File: config.mk
export PLATFORM = sky130hd
export DESIGN_NAME = btn_req_debounce
export DESIGN_NICKNAME = d
export VERILOG_FILES = /design/src/rtl/btn_req_debounce_pkg.sv /design/src/rtl/btn_req_debounce_ch.sv /design/src/rtl/btn_req_debounce.sv
export SDC_FILE = /design/constraint.sdc
export NUM_CORES = 1
export LEC_CHECK = 0
export CORE_UTILIZATION = 35
export CTS_BUF_LIST = sky130_fd_sc_hd__clkbuf_8
export CTS_CLUSTER_SIZE = 8
export DETAILED_ROUTE_END_ITERATION = 8
export PLACE_DENSITY = 0.64
export SETUP_SLACK_MARGIN = 0.15
export SLEW_MARGIN = 20
export SYNTH_ARGS = -nofsm -noshare
export SYNTH_HDL_FRONTEND = slang
export SYNTH_SLANG_ARGS = --single-unit
File: constraint.sdc
create_clock -name clk -period 1.6 [get_ports clk]
set_input_delay 0.16 -clock clk [delete_from_list [all_inputs] [get_ports clk]]
set_output_delay 0.16 -clock clk [all_outputs]
set_load 0.01 [all_outputs]
File: src/rtl/btn_req_debounce_pkg.sv
// Shared constants and helpers for the four-channel button request front end.
package btn_req_debounce_pkg;

    localparam int N_BTN                   = 4;
    localparam int IDX_W                   = $clog2(N_BTN);
    localparam int DEBOUNCE_CYCLES_DEFAULT = 1000000;

    // One-hot mask selecting the request named by an encoder index.
    function automatic logic [N_BTN-1:0] idx_to_mask(input logic [IDX_W-1:0] idx);
        idx_to_mask      = '0;
        idx_to_mask[idx] = 1'b1;
    endfunction

endpackage

File: src/rtl/btn_req_debounce_ch.sv
// One button channel: 2-flop synchroniser, debounce counter, stable level and
// a registered pulse on each debounced press.
module debounce_ch
    import btn_req_debounce_pkg::*;
#(
    parameter int DEBOUNCE_CYCLES = DEBOUNCE_CYCLES_DEFAULT,
    parameter int CNT_W           = $clog2(DEBOUNCE_CYCLES + 1)
) (
    input  logic clk,
    input  logic rst_n,
    input  logic din,
    output logic stable,
    output logic rise
);

    localparam logic [CNT_W-1:0] CNT_LAST = CNT_W'(DEBOUNCE_CYCLES - 1);

    logic             sync1;
    logic             sync2;
    logic [CNT_W-1:0] count;
    logic             differ;
    logic             flip;

    assign differ = (sync2 != stable);
    assign flip   = differ && (count == CNT_LAST);

    always_ff @(posedge clk or negedge rst_n) begin
        if (!rst_n) begin
            sync1 <= 1'b0;
            sync2 <= 1'b0;
        end else begin
            sync1 <= din;
            sync2 <= sync1;
        end
    end

    // Any cycle where the synchronised input agrees with stable restarts the count,
    // so only an uninterrupted run of DEBOUNCE_CYCLES differing cycles commits.
    always_ff @(posedge clk or negedge rst_n) begin
        if (!rst_n) begin
            count  <= '0;
            stable <= 1'b0;
            rise   <= 1'b0;
        end else begin
            rise <= flip && sync2;
            if (!differ) begin
                count <= '0;
            end else if (flip) begin
                stable <= sync2;
                count  <= '0;
            end else begin
                count <= count + CNT_W'(1);
            end
        end
    end

endmodule

File: src/rtl/btn_req_debounce.sv
// Four debounced buttons feeding sticky pending requests for a priority encoder;
// a served request is cleared by ack with the encoder's index.
module btn_req_debounce
    import btn_req_debounce_pkg::*;
#(
    parameter int DEBOUNCE_CYCLES = DEBOUNCE_CYCLES_DEFAULT
) (
    input  logic             clk,
    input  logic             rst_n,
    input  logic [N_BTN-1:0] btn_raw,
    input  logic             ack,
    input  logic [IDX_W-1:0] ack_idx,
    output logic [N_BTN-1:0] stable,
    output logic [N_BTN-1:0] rise,
    output logic [N_BTN-1:0] pending,
    output logic             any_pending
);

    logic [N_BTN-1:0] ack_mask;
    logic [N_BTN-1:0] pending_next;

    for (genvar i = 0; i < N_BTN; i++) begin : g_ch
        debounce_ch #(
            .DEBOUNCE_CYCLES(DEBOUNCE_CYCLES)
        ) u_ch (
            .clk   (clk),
            .rst_n (rst_n),
            .din   (btn_raw[i]),
            .stable(stable[i]),
            .rise  (rise[i])
        );
    end

    // ack is a single-cycle strobe with no back-pressure: it is consumed on the
    // edge that samples it. A press landing on the same edge as its own ack wins,
    // and an ack naming an idle request has nothing to clear.
    always_comb begin
        ack_mask     = ack ? idx_to_mask(ack_idx) : '0;
        pending_next = (pending & ~ack_mask) | rise;
    end

    always_ff @(posedge clk or negedge rst_n) begin
        if (!rst_n) begin
            pending     <= '0;
            any_pending <= 1'b0;
        end else begin
            pending     <= pending_next;
            any_pending <= |pending_next;
        end
    end

endmodule

==> impl_metrics.tcl <==
set metrics [dict create \
    r2r_slack_ns -0.13 \
    violations "negative setup slack" \
    p_seq_frac 0.556 \
    layout_common_cells "111 x buf_4, 95 x dfrtp_1, 43 x nor2_2, 28 x nand2_1, 28 x xnor2_1" \
    switching_power_w 0.00113 \
    swShare 0.241 \
    wl_um 12200 \
    syn_inst 466 \
    fin_hold_ws_ns 0.212 \
    final_common_cell "buf_4" \
    vias_per_cell 5.12 \
    vias 4047 \
    clk_pin_slew_ns 0.10 \
    min_period_ns 1.73 \
    cp_top_family "simple AND/OR/NAND/NOR gates" \
    start_kind "flip-flop" \
    grt_overflow_total 0 \
    tritoncts.num_buffers 9 \
    clock_latency_ns 0.38 \
    cts_htree_levels 3 \
    worst_path_max_delay_cell "or4b_4" \
    wl_per_cell_um 15.4 \
    powerDensity_mw_per_mm2 672 \
    gp_congestion 0.901 \
    cpPeakStageDelay_ns 0.57 \
    cts_sinks 101 \
    yosysSeqAreaShare 0.527 \
    rsz0062_at_grt "yes" \
    fin_ws_ns -0.130 \
    grt_pass1_vias 4243 \
    ios 22 \
    root_buffer "clkbuf_8" \
    n_fill_cell 1147 \
    grt_pass1_wl_um 19700 \
    power.internal_w 0.00357 \
    cap_violations 0 \
    finalPower_w 0.00470 \
    drcViolationCount 0 \
    track_usage 0.173 \
    yosysWarnings 0 \
    synth_nets 479 \
    power.leakage_nw 2.98 \
    worst-path-buf-inv 2 \
    rows 42 \
    p_clk_frac 0.367 \
    die_h_um 119 \
    ys_seq_elements 101 \
    synth.distinct_cells 35 \
    setup_viol 83 \
    first_pass_iters 5 \
    synth.avg_cell_area_um2 10.3 \
    fin_nets 623 \
    grt_antenna_before_repair 0 \
    ir_drop_v 0.000528 \
    port_buffers 21 \
    syn_area_mm2 0.00479 \
    tritoncts "yes" \
    die_area_mm2 0.0142 \
    status "finished, violations left" \
    antenna_cells 0 \
    worstPathCellList "nand3_2 -> or4b_4 -> o31ai_4 -> buf_6 -> clkbuf_16 -> nor2_2" \
    relSlewSlack 0.692 \
    drive_gt1_frac 0.450 \
    hp-class "in -> reg" \
    initial_utilization 0.360 \
    synth_top_area_frac 0.527 \
    cp-end-kind "flip-flop" \
    core_mm2 0.0133 \
    post-route-period-util 1.08 \
    finalMaxSlewViolations 0 \
    final_antenna_net_count 0 \
    grt_max_degree 33 \
    area.growth.synth_to_final_pct 46.1 \
    drtIter0Drc 218 \
    synthTopCellsByArea "dfrtp_1 53%, xnor2_1 5.1%, xor2_1 4.8%" \
    cp.arrival_ns 2.00 \
    die_w_um 119 \
    max_clock_freq_mhz 578 \
    dp_hpwl_um 7580 \
    skew_ns 0.00963 \
    place_ws_ns -0.190 \
    yosysTopAreaCell "dfrtp_1" \
    cts_buffer_depth 2 \
    worstPathMaxFanout 5 \
    tightestPinTransition_ns 0.463 \
    comb_power_share 0.077 \
    critPathKind "reg -> reg" \
    cp.required_ns 1.87 \
    finalHoldViolCount 0 \
]
sequential cells by signal, indices dropped and copies added, names as in the netlist:
signal	cells
g_ch.u_ch.count	80
pending	4
any_pending	1
g_ch.u_ch.stable	4
g_ch.u_ch.sync2	4
g_ch.u_ch.sync1	4
g_ch.u_ch.rise	4
worst register-to-register path, cell delays in order, from the launching register on:
cell and delay (ns):
dfrtp_1 0.38, nand3_2 0.09, or4b_4 0.57, o31ai_4 0.24, buf_6 0.16, clkbuf_16 0.15
nor2_2 0.04
layout make-up:
cell class / instances / area (um^2) / area share
inverter: 12 / 45.0 / 0.00644
sequential: 101 / 2530 / 0.362
timing repair buffer: 152 / 1340 / 0.191
clock buffer: 11 / 151 / 0.0216
clock inverter: 5 / 58.8 / 0.00840
multi-input combinational: 334 / 2650 / 0.379
tap: 176 / 220 / 0.0315
cell usage after synthesis:
cell,instances
a21o_1,4
a21oi_1,22
and3_1,5
and3b_1,3
and4_1,9
and4b_1,1
and4bb_2,3
buf_2,6
buf_4,8
clkbuf_1,5
dfrtp_1,101
ha_1,4
inv_1,12
mux2_2,3
nand2_1,29
nand3_1,28
nand3b_1,2
nand4_1,11
nand4_2,4
nor2_1,60
nor3_1,12
nor4_1,10
nor4b_1,2
nor4bb_1,4
o21ai_0,9
o21ai_1,1
o31ai_1,17
or2_0,3
or2_2,3
or3_1,12
or3b_1,1
or4_1,15
or4b_1,3
xnor2_1,28
xor2_1,26
per-layer routing:
metal	global-route usage	up-vias	wire length, um
met5	0	-	0
met4	0.0514	0	214
met3	0.0431	22	385
met2	0.298	54	6310
met1	0.214	2027	5270
li1	-	1944	-
cells by family (layout without fill, tap and decap cells):
logic type,after synthesis,count (layout),share of synthesized area
muxes,3,3,0.00705
buffers and inverters,31,180,0.0321
adders and majority gates,4,4,0.0104
and+or+nand+nor,220,220,0.258
AOI/OAI and AO/OA,53,53,0.0663
xor gates and xnor gates,54,54,0.0987
DFF,101,101,0.527
final timing paths:
path                                        start                      to  cells after the start
max in group asynchronous                   rst_n   g_ch[1].u_ch.count[8]                      3
min in group asynchronous                   rst_n  g_ch[0].u_ch.count[14]                      2
min                                    btn_raw[3]      g_ch[3].u_ch.sync1                      1
max reg2reg                g_ch[0].u_ch.count[18]   g_ch[0].u_ch.count[2]                      6
max                        g_ch[0].u_ch.count[18]   g_ch[0].u_ch.count[2]                      6
min reg2reg                    g_ch[0].u_ch.sync1      g_ch[0].u_ch.sync2                      0
metrics by stage:
stage	instance area, um^2	utilization	std cells	TNS (ns)
2_1_floorplan	4970	-	466	-0.776
4_1_cts	6600	0.496	780	-2.67
6_report	7000	0.526	791	-8.05
5_1_grt	7000	0.526	791	-14.00
3_3_place_gp	6000	0.451	739	-1.17
3_5_place_dp	6000	0.451	739	-3.27
power by group through the flow:
| stage | logic (W) | registers (W) | clock network [W] |
|---|---|---|---|
| 2_1_floorplan | 0.0000910 | 0.00266 | 0 |
| 3_3_place_gp | 0.000242 | 0.00266 | 0 |
| 3_5_place_dp | 0.000252 | 0.00266 | 0 |
| 4_1_cts | 0.000301 | 0.00261 | 0.00176 |
| 5_1_grt | 0.000395 | 0.00262 | 0.00185 |
| 6_report | 0.000361 | 0.00262 | 0.00173 |
timing repair:
item / 4_1_cts / 5_1_grt
gates resized for setup: 74 / 72
hold buffers: 1 / 0
pin swaps: 16 / 17
gates cloned: 4 / 4
setup endpoints to repair: 96 / 90
buffers inserted: 20 / 7
endpoints found under the hold margin: 29 / 0
(Power assumes the default switching activity.)
==> edit, RTL diff (same flow settings) <==
Add an input register stage for `btn_raw`; this delays it by one clock. The other inputs are not delayed to match.
--- a/src/rtl/btn_req_debounce.sv
+++ b/src/rtl/btn_req_debounce.sv
@@ -18,2 +18,8 @@
 
+    logic [N_BTN-1:0] btn_raw_q;
+
+    always_ff @(posedge clk) begin
+        btn_raw_q <= btn_raw;
+    end
+
     logic [N_BTN-1:0] ack_mask;
@@ -27,3 +33,3 @@
             .rst_n (rst_n),
-            .din   (btn_raw[i]),
+            .din   (btn_raw_q[i]),
             .stable(stable[i]),
Check against the original RTL: no difference found for any inputs over 10 cycles, from zero or initial values and one cycle with rst_n low; that may be too few to reach the edited logic, so the function may still have changed.
==> edit against the original RTL <==
  * The run still ends with setup timing left
  * Sequential share of layout area up 2.6 points
  * Maximum frequency is 1.0% higher
  * Final area down 3.8%
  * Total power decreased by 3.4%
  * Die area increased by 1.6%
  * Sequential power increased by 4%
  * Sequential cell count rose by 4
  * Area after synthesis up 1.7%
  * Worst setup slack better by 17 ps
  * Routed wire length is 9.6% lower
  * Highest routed layer unchanged
  * Critical endpoint is now g_ch[2].u_ch.count[18]
  * Global-route usage shrank 0.89 points
==> edit: results (changes against the original RTL) <==
[power]
switching_share_pct=23.78  ; -0.34 points
vdd_ir_drop_max_v=0.0008248  ; +56%
p_leak_uw=0.002879  ; -3.4%

[placed_design]
gp_congestion=0.8604  ; -4.5%
dp_cells=737  ; -0.27%
dp_slack_ps=-224.1  ; -33.86 ps
dpl-instance-area_mm2=0.006020  ; +0.38%
dp.final_hpwl_um=7322  ; -3.4%

[global_routing]
grt_pass1_wl_um=18820  ; -4.7%
grt_usage_pct=16.44  ; -0.89 points
grt_pass1_vias=3974  ; -6.3%
grt_max_degree=102  ; +210%

[finish]
fin_area_mm2=0.006735  ; -3.8%
fillers=1225  ; +6.8%
drive_gt1_share_pct=38.74  ; -6.3 points
fin_cells=780  ; -1.4%
nNetsFinal=612  ; -1.8%

[logic_synthesis]
synthDistinctLibCells=36  ; +2.9%
synth.area.top_cells=dfrtp_1 52%, xnor2_1 5.0%, xor2_1 4.7%
synth_seq_area_share_pct=53.52  ; +0.78 points
synthCells=470  ; +0.86%
syn-num-nets=483  ; +0.84%
async_reset_ff_share_pct=96.19  ; -3.8 points
yosysWarnings=0  ; unchanged

[worst_setup_path]
path_delay_family=simple AND/OR/NAND/NOR gates
arrival_ps=1970  ; -30 ps

[timing]
holdWs_ps=224.0  ; +11.59 ps
worst_slew_pin_slew_ps=586.7  ; +124.1 ps
fin_skew_ps=11.42  ; +1.794 ps
setup_viol=83  ; unchanged
setup_tns_ps=-5134  ; +2914 ps
fin_ws_ps=-112.9  ; +17.10 ps

[route]
avgRoutedWirePerCell_um=14.12  ; -8.3%
via_per_inst=5.063  ; -1.0%
dr.pass1.iters=4  ; -1
drt_iter0_markers=190  ; -13%

[run_status]
violations=setup timing
status=finished, violations left

[clocking]
clock_path_buffers=2  ; unchanged
htreeDepth=3  ; unchanged
post-cts-setup-buffer-count=16  ; -20%
root_buffer=clkbuf_8
cts_resized=54  ; -27%

edit: cell types whose count changed after synthesis, sizes merged:
cell   change
dfxtp      +4
edit: worst paths after layout:
kind                            cells past startpoint                     end                    from
worst max-delay path                                5  g_ch[2].u_ch.count[18]  g_ch[2].u_ch.count[17]
worst min-delay path                                1            btn_raw_q[3]              btn_raw[3]
worst max register to register                      5  g_ch[2].u_ch.count[18]  g_ch[2].u_ch.count[17]
worst min register to register                      0      g_ch[3].u_ch.sync1            btn_raw_q[3]
max in group asynchronous                           3   g_ch[1].u_ch.count[8]                   rst_n
min in group asynchronous                           3  g_ch[0].u_ch.count[18]                   rst_n
edit: kinds of logic after synthesis:
family / Yosys count / synth area share, %
DFF: 105 / 53.52
AOI/OAI and AO/OA: 53 / 6.523
xor gates and xnor gates: 54 / 9.707
adders and majority gates: 4 / 1.027
buffers and inverters: 31 / 3.159
and+or+nand+nor: 220 / 25.37
muxes: 3 / 0.6933
edit: power groups by stage:
stage | Combinational, uW | Sequential [uW] | Clock [uW]
2_1_floorplan | 91.0 | 2770 | 0
3_3_place_gp | 235 | 2770 | 0
3_5_place_dp | 241 | 2770 | 0
4_1_cts | 272 | 2720 | 1610
5_1_grt | 325 | 2720 | 1700
6_report | 290 | 2720 | 1540
edit: layout make-up:
class	count	share of cell area, %
Sequential cell	105	38.83
Multi-Input combinational cell	334	37.84
Timing Repair Buffer	137	16.68
Tap cell	176	3.270
Clock buffer	11	2.248
Inverter	12	0.6688
Clock inverter	5	0.4644
edit: metal layers:
metal	part of all wire, %	routed length, um	up-vias	GRT usage (%)
met3	3.3	358	10	4.468
li1	-	-	1928	-
met1	45	4981	1966	20.34
met2	50	5512	45	27.69
met4	1.5	162	0	5.234
met5	0	0	-	0
